`src/rtl/axi_cfg_master_pkg.sv`:
```
// rtl/axi_cfg_master_pkg.sv - shared types and AXI constants for axi_cfg_master
// Purpose: FSM state enum, AXI4 field encodings and the latched command struct.
// Ports: none (package).
package axi_cfg_master_pkg;

  typedef enum logic [2:0] {
    ST_IDLE,
    ST_WR,
    ST_WB,
    ST_RA,
    ST_RR,
    ST_RSP
  } cfg_state_t;

  localparam logic [1:0] BURST_INCR  = 2'b01;
  localparam logic [1:0] RESP_OKAY   = 2'b00;
  localparam logic [1:0] RESP_SLVERR = 2'b10;
  localparam logic [1:0] RESP_DECERR = 2'b11;
  localparam logic [2:0] SIZE_4B     = 3'd2;

  // Offsets are held at a fixed 32-bit width so the struct stays packed
  // independent of the module's OFFSET_WIDTH parameter.
  localparam int CMD_OFFSET_MAX_W = 32;

  typedef struct packed {
    logic                        write;
    logic [CMD_OFFSET_MAX_W-1:0] offset;
    logic [31:0]                 wdata;
  } cfg_cmd_t;

endpackage

```
`src/rtl/axi_cfg_master_if.sv`:
```
// rtl/axi_cfg_master_if.sv - command/response streams and AXI4 master bus of axi_cfg_master
// Purpose: bundles every handshake/bus signal of the configuration master.
// Signals: cmd_* command stream (into the master), rsp_* response stream (out of
//          the master), m_axi_aw/w/b/ar/r AXI4 channels toward the accelerator.
// Modports: master = axi_cfg_master side, slave = host sequencer + AXI slave side.
interface axi_cfg_master_if #(
  parameter int AXIL_ADDR_WIDTH = 40,
  parameter int AXI_ID_WIDTH    = 6,
  parameter int OFFSET_WIDTH    = 16
);

  logic                       cmd_valid;
  logic                       cmd_ready;
  logic                       cmd_write;
  logic [OFFSET_WIDTH-1:0]    cmd_offset;
  logic [31:0]                cmd_wdata;

  logic                       rsp_valid;
  logic                       rsp_ready;
  logic                       rsp_write;
  logic [31:0]                rsp_rdata;
  logic [1:0]                 rsp_resp;
  logic                       rsp_timeout;

  logic [AXI_ID_WIDTH-1:0]    m_axi_awid;
  logic [AXIL_ADDR_WIDTH-1:0] m_axi_awaddr;
  logic [7:0]                 m_axi_awlen;
  logic [2:0]                 m_axi_awsize;
  logic [1:0]                 m_axi_awburst;
  logic                       m_axi_awlock;
  logic [3:0]                 m_axi_awcache;
  logic [2:0]                 m_axi_awprot;
  logic                       m_axi_awvalid;
  logic                       m_axi_awready;

  logic [31:0]                m_axi_wdata;
  logic [3:0]                 m_axi_wstrb;
  logic                       m_axi_wlast;
  logic                       m_axi_wvalid;
  logic                       m_axi_wready;

  logic [AXI_ID_WIDTH-1:0]    m_axi_bid;
  logic [1:0]                 m_axi_bresp;
  logic                       m_axi_bvalid;
  logic                       m_axi_bready;

  logic [AXI_ID_WIDTH-1:0]    m_axi_arid;
  logic [AXIL_ADDR_WIDTH-1:0] m_axi_araddr;
  logic [7:0]                 m_axi_arlen;
  logic [2:0]                 m_axi_arsize;
  logic [1:0]                 m_axi_arburst;
  logic                       m_axi_arlock;
  logic [3:0]                 m_axi_arcache;
  logic [2:0]                 m_axi_arprot;
  logic                       m_axi_arvalid;
  logic                       m_axi_arready;

  logic [AXI_ID_WIDTH-1:0]    m_axi_rid;
  logic [31:0]                m_axi_rdata;
  logic [1:0]                 m_axi_rresp;
  logic                       m_axi_rlast;
  logic                       m_axi_rvalid;
  logic                       m_axi_rready;

  modport master (
    input  cmd_valid, cmd_write, cmd_offset, cmd_wdata, rsp_ready,
    input  m_axi_awready, m_axi_wready,
    input  m_axi_bid, m_axi_bresp, m_axi_bvalid,
    input  m_axi_arready,
    input  m_axi_rid, m_axi_rdata, m_axi_rresp, m_axi_rlast, m_axi_rvalid,
    output cmd_ready, rsp_valid, rsp_write, rsp_rdata, rsp_resp, rsp_timeout,
    output m_axi_awid, m_axi_awaddr, m_axi_awlen, m_axi_awsize, m_axi_awburst,
    output m_axi_awlock, m_axi_awcache, m_axi_awprot, m_axi_awvalid,
    output m_axi_wdata, m_axi_wstrb, m_axi_wlast, m_axi_wvalid,
    output m_axi_bready,
    output m_axi_arid, m_axi_araddr, m_axi_arlen, m_axi_arsize, m_axi_arburst,
    output m_axi_arlock, m_axi_arcache, m_axi_arprot, m_axi_arvalid,
    output m_axi_rready
  );

  modport slave (
    output cmd_valid, cmd_write, cmd_offset, cmd_wdata, rsp_ready,
    output m_axi_awready, m_axi_wready,
    output m_axi_bid, m_axi_bresp, m_axi_bvalid,
    output m_axi_arready,
    output m_axi_rid, m_axi_rdata, m_axi_rresp, m_axi_rlast, m_axi_rvalid,
    input  cmd_ready, rsp_valid, rsp_write, rsp_rdata, rsp_resp, rsp_timeout,
    input  m_axi_awid, m_axi_awaddr, m_axi_awlen, m_axi_awsize, m_axi_awburst,
    input  m_axi_awlock, m_axi_awcache, m_axi_awprot, m_axi_awvalid,
    input  m_axi_wdata, m_axi_wstrb, m_axi_wlast, m_axi_wvalid,
    input  m_axi_bready,
    input  m_axi_arid, m_axi_araddr, m_axi_arlen, m_axi_arsize, m_axi_arburst,
    input  m_axi_arlock, m_axi_arcache, m_axi_arprot, m_axi_arvalid,
    input  m_axi_rready
  );

endinterface

```
`src/rtl/axi_cfg_master.sv`:
```
// rtl/axi_cfg_master.sv - single-beat AXI4 configuration master driven by a command stream
// Purpose: turns word-offset read/write commands into one AXI4 transaction each at
//          AXIL_BASE_ADDR + 4*offset and returns one response per command.
// Ports:   clk, rstn (async active-low), bus (axi_cfg_master_if.master: cmd_*, rsp_*,
//          m_axi_* channels). Every output comes straight from a flop or a constant.
// Option:  define AXI_CFG_MASTER_TIMEOUT_EN to build the TIMEOUT_CYCLES watchdog;
//          without it rsp_timeout is tied low and the master waits indefinitely.
module axi_cfg_master
  import axi_cfg_master_pkg::*;
#(
  parameter int                         AXIL_ADDR_WIDTH = 40,
  parameter int                         AXIL_WIDTH      = 32,
  parameter int                         AXI_ID_WIDTH    = 6,
  parameter logic [AXIL_ADDR_WIDTH-1:0] AXIL_BASE_ADDR  = '0,
  parameter int                         OFFSET_WIDTH    = 16,
  parameter int                         TIMEOUT_CYCLES  = 1024
) (
  input  logic             clk,
  input  logic             rstn,
  axi_cfg_master_if.master bus
);

  localparam int STRB_W = AXIL_WIDTH / 8;

  cfg_state_t                 state_q, state_d;
  cfg_cmd_t                   cmd_q, cmd_d;
  logic [AXIL_ADDR_WIDTH-1:0] addr_q, addr_d;
  logic                       cmd_ready_q, cmd_ready_d;
  logic                       awvalid_q, awvalid_d;
  logic                       wvalid_q, wvalid_d;
  logic                       bready_q, bready_d;
  logic                       arvalid_q, arvalid_d;
  logic                       rready_q, rready_d;
  logic                       rsp_valid_q, rsp_valid_d;
  logic [AXIL_WIDTH-1:0]      rsp_rdata_q, rsp_rdata_d;
  logic [1:0]                 rsp_resp_q, rsp_resp_d;

`ifdef AXI_CFG_MASTER_TIMEOUT_EN
  localparam int TIMER_W = $clog2(TIMEOUT_CYCLES + 1);
  logic [TIMER_W-1:0] timer_q, timer_d;
  logic               rsp_timeout_q, rsp_timeout_d;
`else
  localparam int UNUSED_TIMEOUT_CYCLES = TIMEOUT_CYCLES;
`endif

  // Returned IDs and rlast carry no information for single-beat, single-ID
  // traffic; the offset lives on in addr_q, so the latched copy is not read.
  logic unused_inputs;
  assign unused_inputs = ^{bus.m_axi_bid, bus.m_axi_rid, bus.m_axi_rlast, cmd_q.offset};

  always_comb begin
    state_d     = state_q;
    cmd_d       = cmd_q;
    addr_d      = addr_q;
    cmd_ready_d = cmd_ready_q;
    awvalid_d   = awvalid_q;
    wvalid_d    = wvalid_q;
    bready_d    = bready_q;
    arvalid_d   = arvalid_q;
    rready_d    = rready_q;
    rsp_valid_d = rsp_valid_q;
    rsp_rdata_d = rsp_rdata_q;
    rsp_resp_d  = rsp_resp_q;
`ifdef AXI_CFG_MASTER_TIMEOUT_EN
    timer_d       = timer_q;
    rsp_timeout_d = rsp_timeout_q;
`endif

    case (state_q)
      ST_IDLE: begin
        if (bus.cmd_valid) begin
          cmd_d.write  = bus.cmd_write;
          cmd_d.offset = CMD_OFFSET_MAX_W'(bus.cmd_offset);
          cmd_d.wdata  = bus.cmd_wdata;
          // Computed at the bus width so an oversized offset wraps, never widens.
          addr_d       = AXIL_BASE_ADDR + AXIL_ADDR_WIDTH'({cmd_d.offset, 2'b00});
          cmd_ready_d  = 1'b0;
`ifdef AXI_CFG_MASTER_TIMEOUT_EN
          timer_d       = '0;
          rsp_timeout_d = 1'b0;
`endif
          if (bus.cmd_write) begin
            awvalid_d = 1'b1;
            wvalid_d  = 1'b1;
            state_d   = ST_WR;
          end else begin
            arvalid_d = 1'b1;
            state_d   = ST_RA;
          end
        end
      end

      ST_WR: begin
        // AW and W retire independently; leave once neither is pending.
        if (awvalid_q && bus.m_axi_awready) awvalid_d = 1'b0;
        if (wvalid_q && bus.m_axi_wready)   wvalid_d  = 1'b0;
        if (!awvalid_d && !wvalid_d) begin
          bready_d = 1'b1;
          state_d  = ST_WB;
        end
      end

      ST_WB: begin
        if (bus.m_axi_bvalid) begin
          bready_d    = 1'b0;
          rsp_resp_d  = bus.m_axi_bresp;
          rsp_rdata_d = '0;
          rsp_valid_d = 1'b1;
          state_d     = ST_RSP;
        end
      end

      ST_RA: begin
        if (bus.m_axi_arready) begin
          arvalid_d = 1'b0;
          rready_d  = 1'b1;
          state_d   = ST_RR;
        end
      end

      ST_RR: begin
        if (bus.m_axi_rvalid) begin
          rready_d    = 1'b0;
          rsp_rdata_d = bus.m_axi_rdata;
          rsp_resp_d  = bus.m_axi_rresp;
          rsp_valid_d = 1'b1;
          state_d     = ST_RSP;
        end
      end

      ST_RSP: begin
        if (bus.rsp_ready) begin
          rsp_valid_d = 1'b0;
          cmd_ready_d = 1'b1;
          state_d     = ST_IDLE;
        end
      end

      default: begin
        state_d     = ST_IDLE;
        cmd_ready_d = 1'b1;
        awvalid_d   = 1'b0;
        wvalid_d    = 1'b0;
        bready_d    = 1'b0;
        arvalid_d   = 1'b0;
        rready_d    = 1'b0;
        rsp_valid_d = 1'b0;
      end
    endcase

`ifdef AXI_CFG_MASTER_TIMEOUT_EN
    // A real response in the same cycle wins over the watchdog.
    if (state_q inside {ST_WR, ST_WB, ST_RA, ST_RR} && state_d != ST_RSP) begin
      if (timer_q == TIMER_W'(TIMEOUT_CYCLES)) begin
        awvalid_d     = 1'b0;
        wvalid_d      = 1'b0;
        bready_d      = 1'b0;
        arvalid_d     = 1'b0;
        rready_d      = 1'b0;
        rsp_valid_d   = 1'b1;
        rsp_timeout_d = 1'b1;
        rsp_resp_d    = RESP_SLVERR;
        rsp_rdata_d   = '0;
        state_d       = ST_RSP;
      end else begin
        timer_d = timer_q + TIMER_W'(1);
      end
    end
`endif
  end

  always_ff @(posedge clk or negedge rstn) begin
    if (!rstn) begin
      state_q     <= ST_IDLE;
      cmd_q       <= '0;
      addr_q      <= '0;
      cmd_ready_q <= 1'b1;
      awvalid_q   <= 1'b0;
      wvalid_q    <= 1'b0;
      bready_q    <= 1'b0;
      arvalid_q   <= 1'b0;
      rready_q    <= 1'b0;
      rsp_valid_q <= 1'b0;
      rsp_rdata_q <= '0;
      rsp_resp_q  <= RESP_OKAY;
`ifdef AXI_CFG_MASTER_TIMEOUT_EN
      timer_q       <= '0;
      rsp_timeout_q <= 1'b0;
`endif
    end else begin
      state_q     <= state_d;
      cmd_q       <= cmd_d;
      addr_q      <= addr_d;
      cmd_ready_q <= cmd_ready_d;
      awvalid_q   <= awvalid_d;
      wvalid_q    <= wvalid_d;
      bready_q    <= bready_d;
      arvalid_q   <= arvalid_d;
      rready_q    <= rready_d;
      rsp_valid_q <= rsp_valid_d;
      rsp_rdata_q <= rsp_rdata_d;
      rsp_resp_q  <= rsp_resp_d;
`ifdef AXI_CFG_MASTER_TIMEOUT_EN
      timer_q       <= timer_d;
      rsp_timeout_q <= rsp_timeout_d;
`endif
    end
  end

  assign bus.cmd_ready   = cmd_ready_q;
  assign bus.rsp_valid   = rsp_valid_q;
  assign bus.rsp_write   = cmd_q.write;
  assign bus.rsp_rdata   = rsp_rdata_q;
  assign bus.rsp_resp    = rsp_resp_q;
`ifdef AXI_CFG_MASTER_TIMEOUT_EN
  assign bus.rsp_timeout = rsp_timeout_q;
`else
  assign bus.rsp_timeout = 1'b0;
`endif

  assign bus.m_axi_awid    = AXI_ID_WIDTH'(1);
  assign bus.m_axi_awaddr  = addr_q;
  assign bus.m_axi_awlen   = 8'd0;
  assign bus.m_axi_awsize  = SIZE_4B;
  assign bus.m_axi_awburst = BURST_INCR;
  assign bus.m_axi_awlock  = 1'b0;
  assign bus.m_axi_awcache = 4'd0;
  assign bus.m_axi_awprot  = 3'd0;
  assign bus.m_axi_awvalid = awvalid_q;

  assign bus.m_axi_wdata   = cmd_q.wdata;
  assign bus.m_axi_wstrb   = {STRB_W{1'b1}};
  assign bus.m_axi_wlast   = 1'b1;
  assign bus.m_axi_wvalid  = wvalid_q;

  assign bus.m_axi_bready  = bready_q;

  assign bus.m_axi_arid    = AXI_ID_WIDTH'(1);
  assign bus.m_axi_araddr  = addr_q;
  assign bus.m_axi_arlen   = 8'd0;
  assign bus.m_axi_arsize  = SIZE_4B;
  assign bus.m_axi_arburst = BURST_INCR;
  assign bus.m_axi_arlock  = 1'b0;
  assign bus.m_axi_arcache = 4'd0;
  assign bus.m_axi_arprot  = 3'd0;
  assign bus.m_axi_arvalid = arvalid_q;

  assign bus.m_axi_rready  = rready_q;

endmodule

```
`src/flat_wrapper.sv`:
```
// flat-port wrapper written by rule: the top's interface ports become plain ports
module axi_cfg_master_flat import axi_cfg_master_pkg::*;
#(
  parameter int                         AXIL_ADDR_WIDTH = 40,
  parameter int                         AXIL_WIDTH      = 32,
  parameter int                         AXI_ID_WIDTH    = 6,
  parameter logic [AXIL_ADDR_WIDTH-1:0] AXIL_BASE_ADDR  = '0,
  parameter int                         OFFSET_WIDTH    = 16,
  parameter int                         TIMEOUT_CYCLES  = 1024
)
  (clk, rstn, bus_cmd_valid, bus_cmd_write, bus_cmd_offset, bus_cmd_wdata, bus_rsp_ready, bus_m_axi_awready, bus_m_axi_wready, bus_m_axi_bid, bus_m_axi_bresp, bus_m_axi_bvalid, bus_m_axi_arready, bus_m_axi_rid, bus_m_axi_rdata, bus_m_axi_rresp, bus_m_axi_rlast, bus_m_axi_rvalid, bus_cmd_ready, bus_rsp_valid, bus_rsp_write, bus_rsp_rdata, bus_rsp_resp, bus_rsp_timeout, bus_m_axi_awid, bus_m_axi_awaddr, bus_m_axi_awlen, bus_m_axi_awsize, bus_m_axi_awburst, bus_m_axi_awlock, bus_m_axi_awcache, bus_m_axi_awprot, bus_m_axi_awvalid, bus_m_axi_wdata, bus_m_axi_wstrb, bus_m_axi_wlast, bus_m_axi_wvalid, bus_m_axi_bready, bus_m_axi_arid, bus_m_axi_araddr, bus_m_axi_arlen, bus_m_axi_arsize, bus_m_axi_arburst, bus_m_axi_arlock, bus_m_axi_arcache, bus_m_axi_arprot, bus_m_axi_arvalid, bus_m_axi_rready);
  axi_cfg_master_if #(.AXIL_ADDR_WIDTH(AXIL_ADDR_WIDTH), .AXI_ID_WIDTH(AXI_ID_WIDTH), .OFFSET_WIDTH(OFFSET_WIDTH)) bus_i ();
  input  logic clk;
  input  logic rstn;
  input wire logic [$bits(bus_i.cmd_valid)-1:0] bus_cmd_valid;
  input wire logic [$bits(bus_i.cmd_write)-1:0] bus_cmd_write;
  input wire logic [$bits(bus_i.cmd_offset)-1:0] bus_cmd_offset;
  input wire logic [$bits(bus_i.cmd_wdata)-1:0] bus_cmd_wdata;
  input wire logic [$bits(bus_i.rsp_ready)-1:0] bus_rsp_ready;
  input wire logic [$bits(bus_i.m_axi_awready)-1:0] bus_m_axi_awready;
  input wire logic [$bits(bus_i.m_axi_wready)-1:0] bus_m_axi_wready;
  input wire logic [$bits(bus_i.m_axi_bid)-1:0] bus_m_axi_bid;
  input wire logic [$bits(bus_i.m_axi_bresp)-1:0] bus_m_axi_bresp;
  input wire logic [$bits(bus_i.m_axi_bvalid)-1:0] bus_m_axi_bvalid;
  input wire logic [$bits(bus_i.m_axi_arready)-1:0] bus_m_axi_arready;
  input wire logic [$bits(bus_i.m_axi_rid)-1:0] bus_m_axi_rid;
  input wire logic [$bits(bus_i.m_axi_rdata)-1:0] bus_m_axi_rdata;
  input wire logic [$bits(bus_i.m_axi_rresp)-1:0] bus_m_axi_rresp;
  input wire logic [$bits(bus_i.m_axi_rlast)-1:0] bus_m_axi_rlast;
  input wire logic [$bits(bus_i.m_axi_rvalid)-1:0] bus_m_axi_rvalid;
  output wire logic [$bits(bus_i.cmd_ready)-1:0] bus_cmd_ready;
  output wire logic [$bits(bus_i.rsp_valid)-1:0] bus_rsp_valid;
  output wire logic [$bits(bus_i.rsp_write)-1:0] bus_rsp_write;
  output wire logic [$bits(bus_i.rsp_rdata)-1:0] bus_rsp_rdata;
  output wire logic [$bits(bus_i.rsp_resp)-1:0] bus_rsp_resp;
  output wire logic [$bits(bus_i.rsp_timeout)-1:0] bus_rsp_timeout;
  output wire logic [$bits(bus_i.m_axi_awid)-1:0] bus_m_axi_awid;
  output wire logic [$bits(bus_i.m_axi_awaddr)-1:0] bus_m_axi_awaddr;
  output wire logic [$bits(bus_i.m_axi_awlen)-1:0] bus_m_axi_awlen;
  output wire logic [$bits(bus_i.m_axi_awsize)-1:0] bus_m_axi_awsize;
  output wire logic [$bits(bus_i.m_axi_awburst)-1:0] bus_m_axi_awburst;
  output wire logic [$bits(bus_i.m_axi_awlock)-1:0] bus_m_axi_awlock;
  output wire logic [$bits(bus_i.m_axi_awcache)-1:0] bus_m_axi_awcache;
  output wire logic [$bits(bus_i.m_axi_awprot)-1:0] bus_m_axi_awprot;
  output wire logic [$bits(bus_i.m_axi_awvalid)-1:0] bus_m_axi_awvalid;
  output wire logic [$bits(bus_i.m_axi_wdata)-1:0] bus_m_axi_wdata;
  output wire logic [$bits(bus_i.m_axi_wstrb)-1:0] bus_m_axi_wstrb;
  output wire logic [$bits(bus_i.m_axi_wlast)-1:0] bus_m_axi_wlast;
  output wire logic [$bits(bus_i.m_axi_wvalid)-1:0] bus_m_axi_wvalid;
  output wire logic [$bits(bus_i.m_axi_bready)-1:0] bus_m_axi_bready;
  output wire logic [$bits(bus_i.m_axi_arid)-1:0] bus_m_axi_arid;
  output wire logic [$bits(bus_i.m_axi_araddr)-1:0] bus_m_axi_araddr;
  output wire logic [$bits(bus_i.m_axi_arlen)-1:0] bus_m_axi_arlen;
  output wire logic [$bits(bus_i.m_axi_arsize)-1:0] bus_m_axi_arsize;
  output wire logic [$bits(bus_i.m_axi_arburst)-1:0] bus_m_axi_arburst;
  output wire logic [$bits(bus_i.m_axi_arlock)-1:0] bus_m_axi_arlock;
  output wire logic [$bits(bus_i.m_axi_arcache)-1:0] bus_m_axi_arcache;
  output wire logic [$bits(bus_i.m_axi_arprot)-1:0] bus_m_axi_arprot;
  output wire logic [$bits(bus_i.m_axi_arvalid)-1:0] bus_m_axi_arvalid;
  output wire logic [$bits(bus_i.m_axi_rready)-1:0] bus_m_axi_rready;
  assign bus_i.cmd_valid = bus_cmd_valid;
  assign bus_i.cmd_write = bus_cmd_write;
  assign bus_i.cmd_offset = bus_cmd_offset;
  assign bus_i.cmd_wdata = bus_cmd_wdata;
  assign bus_i.rsp_ready = bus_rsp_ready;
  assign bus_i.m_axi_awready = bus_m_axi_awready;
  assign bus_i.m_axi_wready = bus_m_axi_wready;
  assign bus_i.m_axi_bid = bus_m_axi_bid;
  assign bus_i.m_axi_bresp = bus_m_axi_bresp;
  assign bus_i.m_axi_bvalid = bus_m_axi_bvalid;
  assign bus_i.m_axi_arready = bus_m_axi_arready;
  assign bus_i.m_axi_rid = bus_m_axi_rid;
  assign bus_i.m_axi_rdata = bus_m_axi_rdata;
  assign bus_i.m_axi_rresp = bus_m_axi_rresp;
  assign bus_i.m_axi_rlast = bus_m_axi_rlast;
  assign bus_i.m_axi_rvalid = bus_m_axi_rvalid;
  assign bus_cmd_ready = bus_i.cmd_ready;
  assign bus_rsp_valid = bus_i.rsp_valid;
  assign bus_rsp_write = bus_i.rsp_write;
  assign bus_rsp_rdata = bus_i.rsp_rdata;
  assign bus_rsp_resp = bus_i.rsp_resp;
  assign bus_rsp_timeout = bus_i.rsp_timeout;
  assign bus_m_axi_awid = bus_i.m_axi_awid;
  assign bus_m_axi_awaddr = bus_i.m_axi_awaddr;
  assign bus_m_axi_awlen = bus_i.m_axi_awlen;
  assign bus_m_axi_awsize = bus_i.m_axi_awsize;
  assign bus_m_axi_awburst = bus_i.m_axi_awburst;
  assign bus_m_axi_awlock = bus_i.m_axi_awlock;
  assign bus_m_axi_awcache = bus_i.m_axi_awcache;
  assign bus_m_axi_awprot = bus_i.m_axi_awprot;
  assign bus_m_axi_awvalid = bus_i.m_axi_awvalid;
  assign bus_m_axi_wdata = bus_i.m_axi_wdata;
  assign bus_m_axi_wstrb = bus_i.m_axi_wstrb;
  assign bus_m_axi_wlast = bus_i.m_axi_wlast;
  assign bus_m_axi_wvalid = bus_i.m_axi_wvalid;
  assign bus_m_axi_bready = bus_i.m_axi_bready;
  assign bus_m_axi_arid = bus_i.m_axi_arid;
  assign bus_m_axi_araddr = bus_i.m_axi_araddr;
  assign bus_m_axi_arlen = bus_i.m_axi_arlen;
  assign bus_m_axi_arsize = bus_i.m_axi_arsize;
  assign bus_m_axi_arburst = bus_i.m_axi_arburst;
  assign bus_m_axi_arlock = bus_i.m_axi_arlock;
  assign bus_m_axi_arcache = bus_i.m_axi_arcache;
  assign bus_m_axi_arprot = bus_i.m_axi_arprot;
  assign bus_m_axi_arvalid = bus_i.m_axi_arvalid;
  assign bus_m_axi_rready = bus_i.m_axi_rready;
  axi_cfg_master #(.AXIL_ADDR_WIDTH(AXIL_ADDR_WIDTH), .AXIL_WIDTH(AXIL_WIDTH), .AXI_ID_WIDTH(AXI_ID_WIDTH), .AXIL_BASE_ADDR(AXIL_BASE_ADDR), .OFFSET_WIDTH(OFFSET_WIDTH), .TIMEOUT_CYCLES(TIMEOUT_CYCLES)) u_core (.clk(clk), .rstn(rstn), .bus(bus_i));
endmodule
```
`config.mk`:
```
export PLATFORM = sky130hd
export DESIGN_NAME = axi_cfg_master_flat
export DESIGN_NICKNAME = d
export VERILOG_FILES = /design/src/rtl/axi_cfg_master_pkg.sv /design/src/rtl/axi_cfg_master_if.sv /design/src/rtl/axi_cfg_master.sv /design/src/flat_wrapper.sv
export SDC_FILE = /design/constraint.sdc
export NUM_CORES = 1
export LEC_CHECK = 0
export BUFFER_PORTS_ARGS = -buffer_cell sky130_fd_sc_hd__buf_2
export CAP_MARGIN = 20
export CORE_AREA = 2 2 123 125
export CTS_BUF_LIST = sky130_fd_sc_hd__clkbuf_8
export CTS_CLUSTER_SIZE = 25
export DETAILED_ROUTE_END_ITERATION = 10
export DIE_AREA = 0 0 125 127
export PLACE_DENSITY_LB_ADDON = 0.12
export SLEW_MARGIN = 20
export SYNTH_ARGS = -nofsm -noshare
export SYNTH_HDL_FRONTEND = slang
export SYNTH_SLANG_ARGS = --single-unit
export TNS_END_PERCENT = 5
```
`constraint.sdc`:
```
create_clock -name clk -period 1.75 [get_ports clk]
set_input_delay 0.35 -clock clk [delete_from_list [all_inputs] [get_ports clk]]
set_output_delay 0.35 -clock clk [all_outputs]
set_load 0.02 [all_outputs]
```
==> flow_summary.yaml <==
synth:
  netlist_area_mm2: 0.00456
  synth_enable_flop_cells: 0
  synth-async-reset-ratio_pct: 100
  ys_ff_latch: 93
  avgSynthCellArea_um2: 12.0
  yosysWarnings: 0
  synthCells: 381
  synth_top_area_cell: "dfrtp_1"
  synth_top_area_share_pct: 50.5
  yosysSeqAreaShare_pct: 51.0
  synth.area.top_cells: "dfrtp_1, buf_4, mux2_2"
  yosysUniqueCellTypes: 34
  ys.flop_type: "dfrtp_1"
drt:
  wl_met1_um: 4230
  dr.max_layer_used: "met4"
  wl_per_cell_um: 13.9
  drt_first_pass_iters: 4
  drc: 0
  route.met3.wl_um: 1080
  antenna_left: 0
  route.final.wire_length_um: 10500
  via_per_inst: 4.14
  vias: 3149
  wl_met2_um: 5050
  first_iter_violations: 90
placement:
  hpwl_um: 7870
  io_buffers: 199
  gp_congestion: 0.764
  placedInstanceArea_mm2: 0.00535
min_path:
  hp-class: "input pin to flip-flop"
  worstHoldStart: "bus_m_axi_rdata[22]"
  hold_depth: 2
  min_to: "u_core.bus.rsp_rdata[22]$_DFFE_PN0P_"
final_layout:
  drive_gt1_share_pct: 49.0
  diodes: 0
  final_common_cell: "buf_2"
  final_cell_mix: "buf_2, conb_1, dfrtp_1"
  layout.nets: 679
  design_area_mm2: 0.00559
  synthToLayoutAreaGrowth_pct: 22.5
global_route:
  grt-ovfl-total: 0
  grt_pass1_vias: 3065
  grt_pass1_wl_um: 16400
  grtUsageTotal_pct: 13.0
  antenna_found_initial: 0
  grt_max_degree: 51
clock_tree:
  clkLatencyLatePin_ns: 0.36
  clock_sinks: 93
  post_cts_buffers: 0
  numCtsBuffers: 9
  cts_root_buf: "clkbuf_8"
  path_clk_slew_ns: 0.10
  cts_tree: "built"
  cts_buffer_depth: 2
  htree_levels: 3
worst_setup_path:
  crit_path_start_kind: "flip-flop"
  cp_data_required_time_ns: 2.00
  r2r_setup_slack_ns: 0.13
  rr_startpoint: "u_core.state_q[2]$_DFFE_PN0P_"
  critPathKind: "flip-flop to flip-flop"
  crit_path_max_fanout: 50
  crit_path_top_delay_cell: "dfrtp_2"
  path_delay_family: "flip-flops"
  worst_ep_arrival_time_ns: 1.87
  end_kind: "flip-flop"
  crit_chain: "nand2b_1 > nor3_2 > clkbuf_16 > mux2_2"
  rr_endpoint: "u_core.bus.m_axi_araddr[5]$_DFFE_PN0P_"
  reg2reg_depth: 4
  critPathBufInv: 1
  slowest_delay_ns: 0.46
floorplanning:
  fp.dieW_um: 125
  rows: 44
  die_height_um: 127
  ios: 321
  start_util_pct: 31.6
  core_area_mm2: 0.0144
  dieArea_mm2: 0.0159
sta:
  grt_setup_unrepaired: "false"
  period_share_pct: 92.6
  maxSlewViolCount: 0
  setup-tns-final_ns: 0
  fmax_mhz: 617
  fin_worst_skew_ns: 0.0124
  setup_viol: 0
  hold_viol_final: 0
  fin_crit_ns: 1.62
power:
  cellLeakagePower_nw: 2.98
  power_density_mw_per_mm2: 1780
  ir_worst_vdd_mv: 0.623
outcome:
  status: "finished clean"
run:
  drv_cap: 0
[worst max-delay path by stage]
stage | start | end | slack, ns | depth (start not counted)
2_1_floorplan | u_core.state_q[1]$_DFFE_PN0P_ | u_core.bus.rsp_resp[0]$_DFFE_PN0P_ | 0.19 | 4
3_3_place_gp | u_core.state_q[2]$_DFFE_PN0P_ | u_core.bus.rsp_resp[1]$_DFFE_PN0P_ | 0.08 | 5
3_5_place_dp | u_core.state_q[2]$_DFFE_PN0P_ | u_core.bus.rsp_resp[0]$_DFFE_PN0P_ | 0.09 | 5
4_1_cts | u_core.state_q[2]$_DFFE_PN0P_ | u_core.bus.rsp_resp[0]$_DFFE_PN0P_ | 0.07 | 5
5_1_grt | u_core.state_q[1]$_DFFE_PN0P_ | u_core.bus.rsp_resp[0]$_DFFE_PN0P_ | 0.02 | 5
6_report | u_core.state_q[2]$_DFFE_PN0P_ | u_core.bus.m_axi_araddr[5]$_DFFE_PN0P_ | 0.13 | 4
[logic make-up after synthesis]
logic type	synth area share (%)
other	0.165
AO/OA/AOI/OAI	9.98
buffers and inverters	22.7
multiplexers	12.8
AND/OR/NAND/NOR	3.32
flip-flops	51.0
[routing by layer]
metal  up-vias  track usage [%]
met2       186             20.7
met3        11             4.90
met5         -                0
met1      1496             16.0
li1       1456                -
met4         0             5.29
[flip-flops by register name (all words and copies together), names as in the netlist]
register,flops
u_core.bus.m_axi_bready,1
u_core.state_q,3
u_core.bus.m_axi_araddr,16
u_core.bus.m_axi_rready,1
u_core.bus.m_axi_wvalid,1
u_core.bus.m_axi_wdata,32
u_core.bus.m_axi_arvalid,1
u_core.bus.rsp_write,1
u_core.bus.rsp_valid,1
u_core.bus.cmd_ready,1
u_core.bus.rsp_resp,2
u_core.bus.m_axi_awvalid,1
u_core.bus.rsp_rdata,32
[cell usage after synthesis (2+ instances only)]
library cell and instances:
inv_1 4, nand2b_1 5, mux2_2 46, clkbuf_1 5, o22a_1 2, a21oi_1 5
a211oi_1 4, nand3_1 2, dfrtp_1 92, nor2_1 3, a22o_1 32, a31oi_1 2
nand2_1 11, mux2_1 6, nor3_1 2, o21ai_0 7, a21o_1 3, conb_1 2
buf_2 9, buf_4 124, buf_1 2
[repair_timing]
action / 4_1_cts / 5_1_grt
hold buffers: 1 / 0
gates resized for setup: 0 / 3
hold endpoints to repair: 22 / 0
setup endpoints to repair: 0 / 10
[where the power goes]
part / internal [mW] / total [mW] / switching, mW / leakage, nW
clock: 0.841 / 1.62 / 0.782 / 0.105
combinational: 1.88 / 4.74 / 2.86 / 1.73
sequential: 3.05 / 3.57 / 0.516 / 1.15
[metrics by stage]
stage	setup WS, ns	cells	util [%]	hold slack [ns]	total power [mW]
5_1_grt	0.0161	760	38.7	0.164	10.6
3_5_place_dp	0.0867	744	37.1	0.285	8.41
4_1_cts	0.0743	760	38.7	0.160	10.1
3_3_place_gp	0.0820	744	37.1	0.281	8.38
2_1_floorplan	0.185	487	-	0.0544	7.10
6_report	0.129	760	38.7	0.190	9.94
[final cells by class]
| class | instances | area (µm²) |
|---|---|---|
| multi-input combinational | 248 | 1610 |
| clock inverter | 5 | 83.8 |
| inverter | 5 | 21.3 |
| clock buffer | 10 | 138 |
| fill | 1472 | 8840 |
| timing repair buffer | 215 | 1180 |
| sequential | 93 | 2330 |
| tap | 184 | 230 |
(Power assumes the default switching activity.)
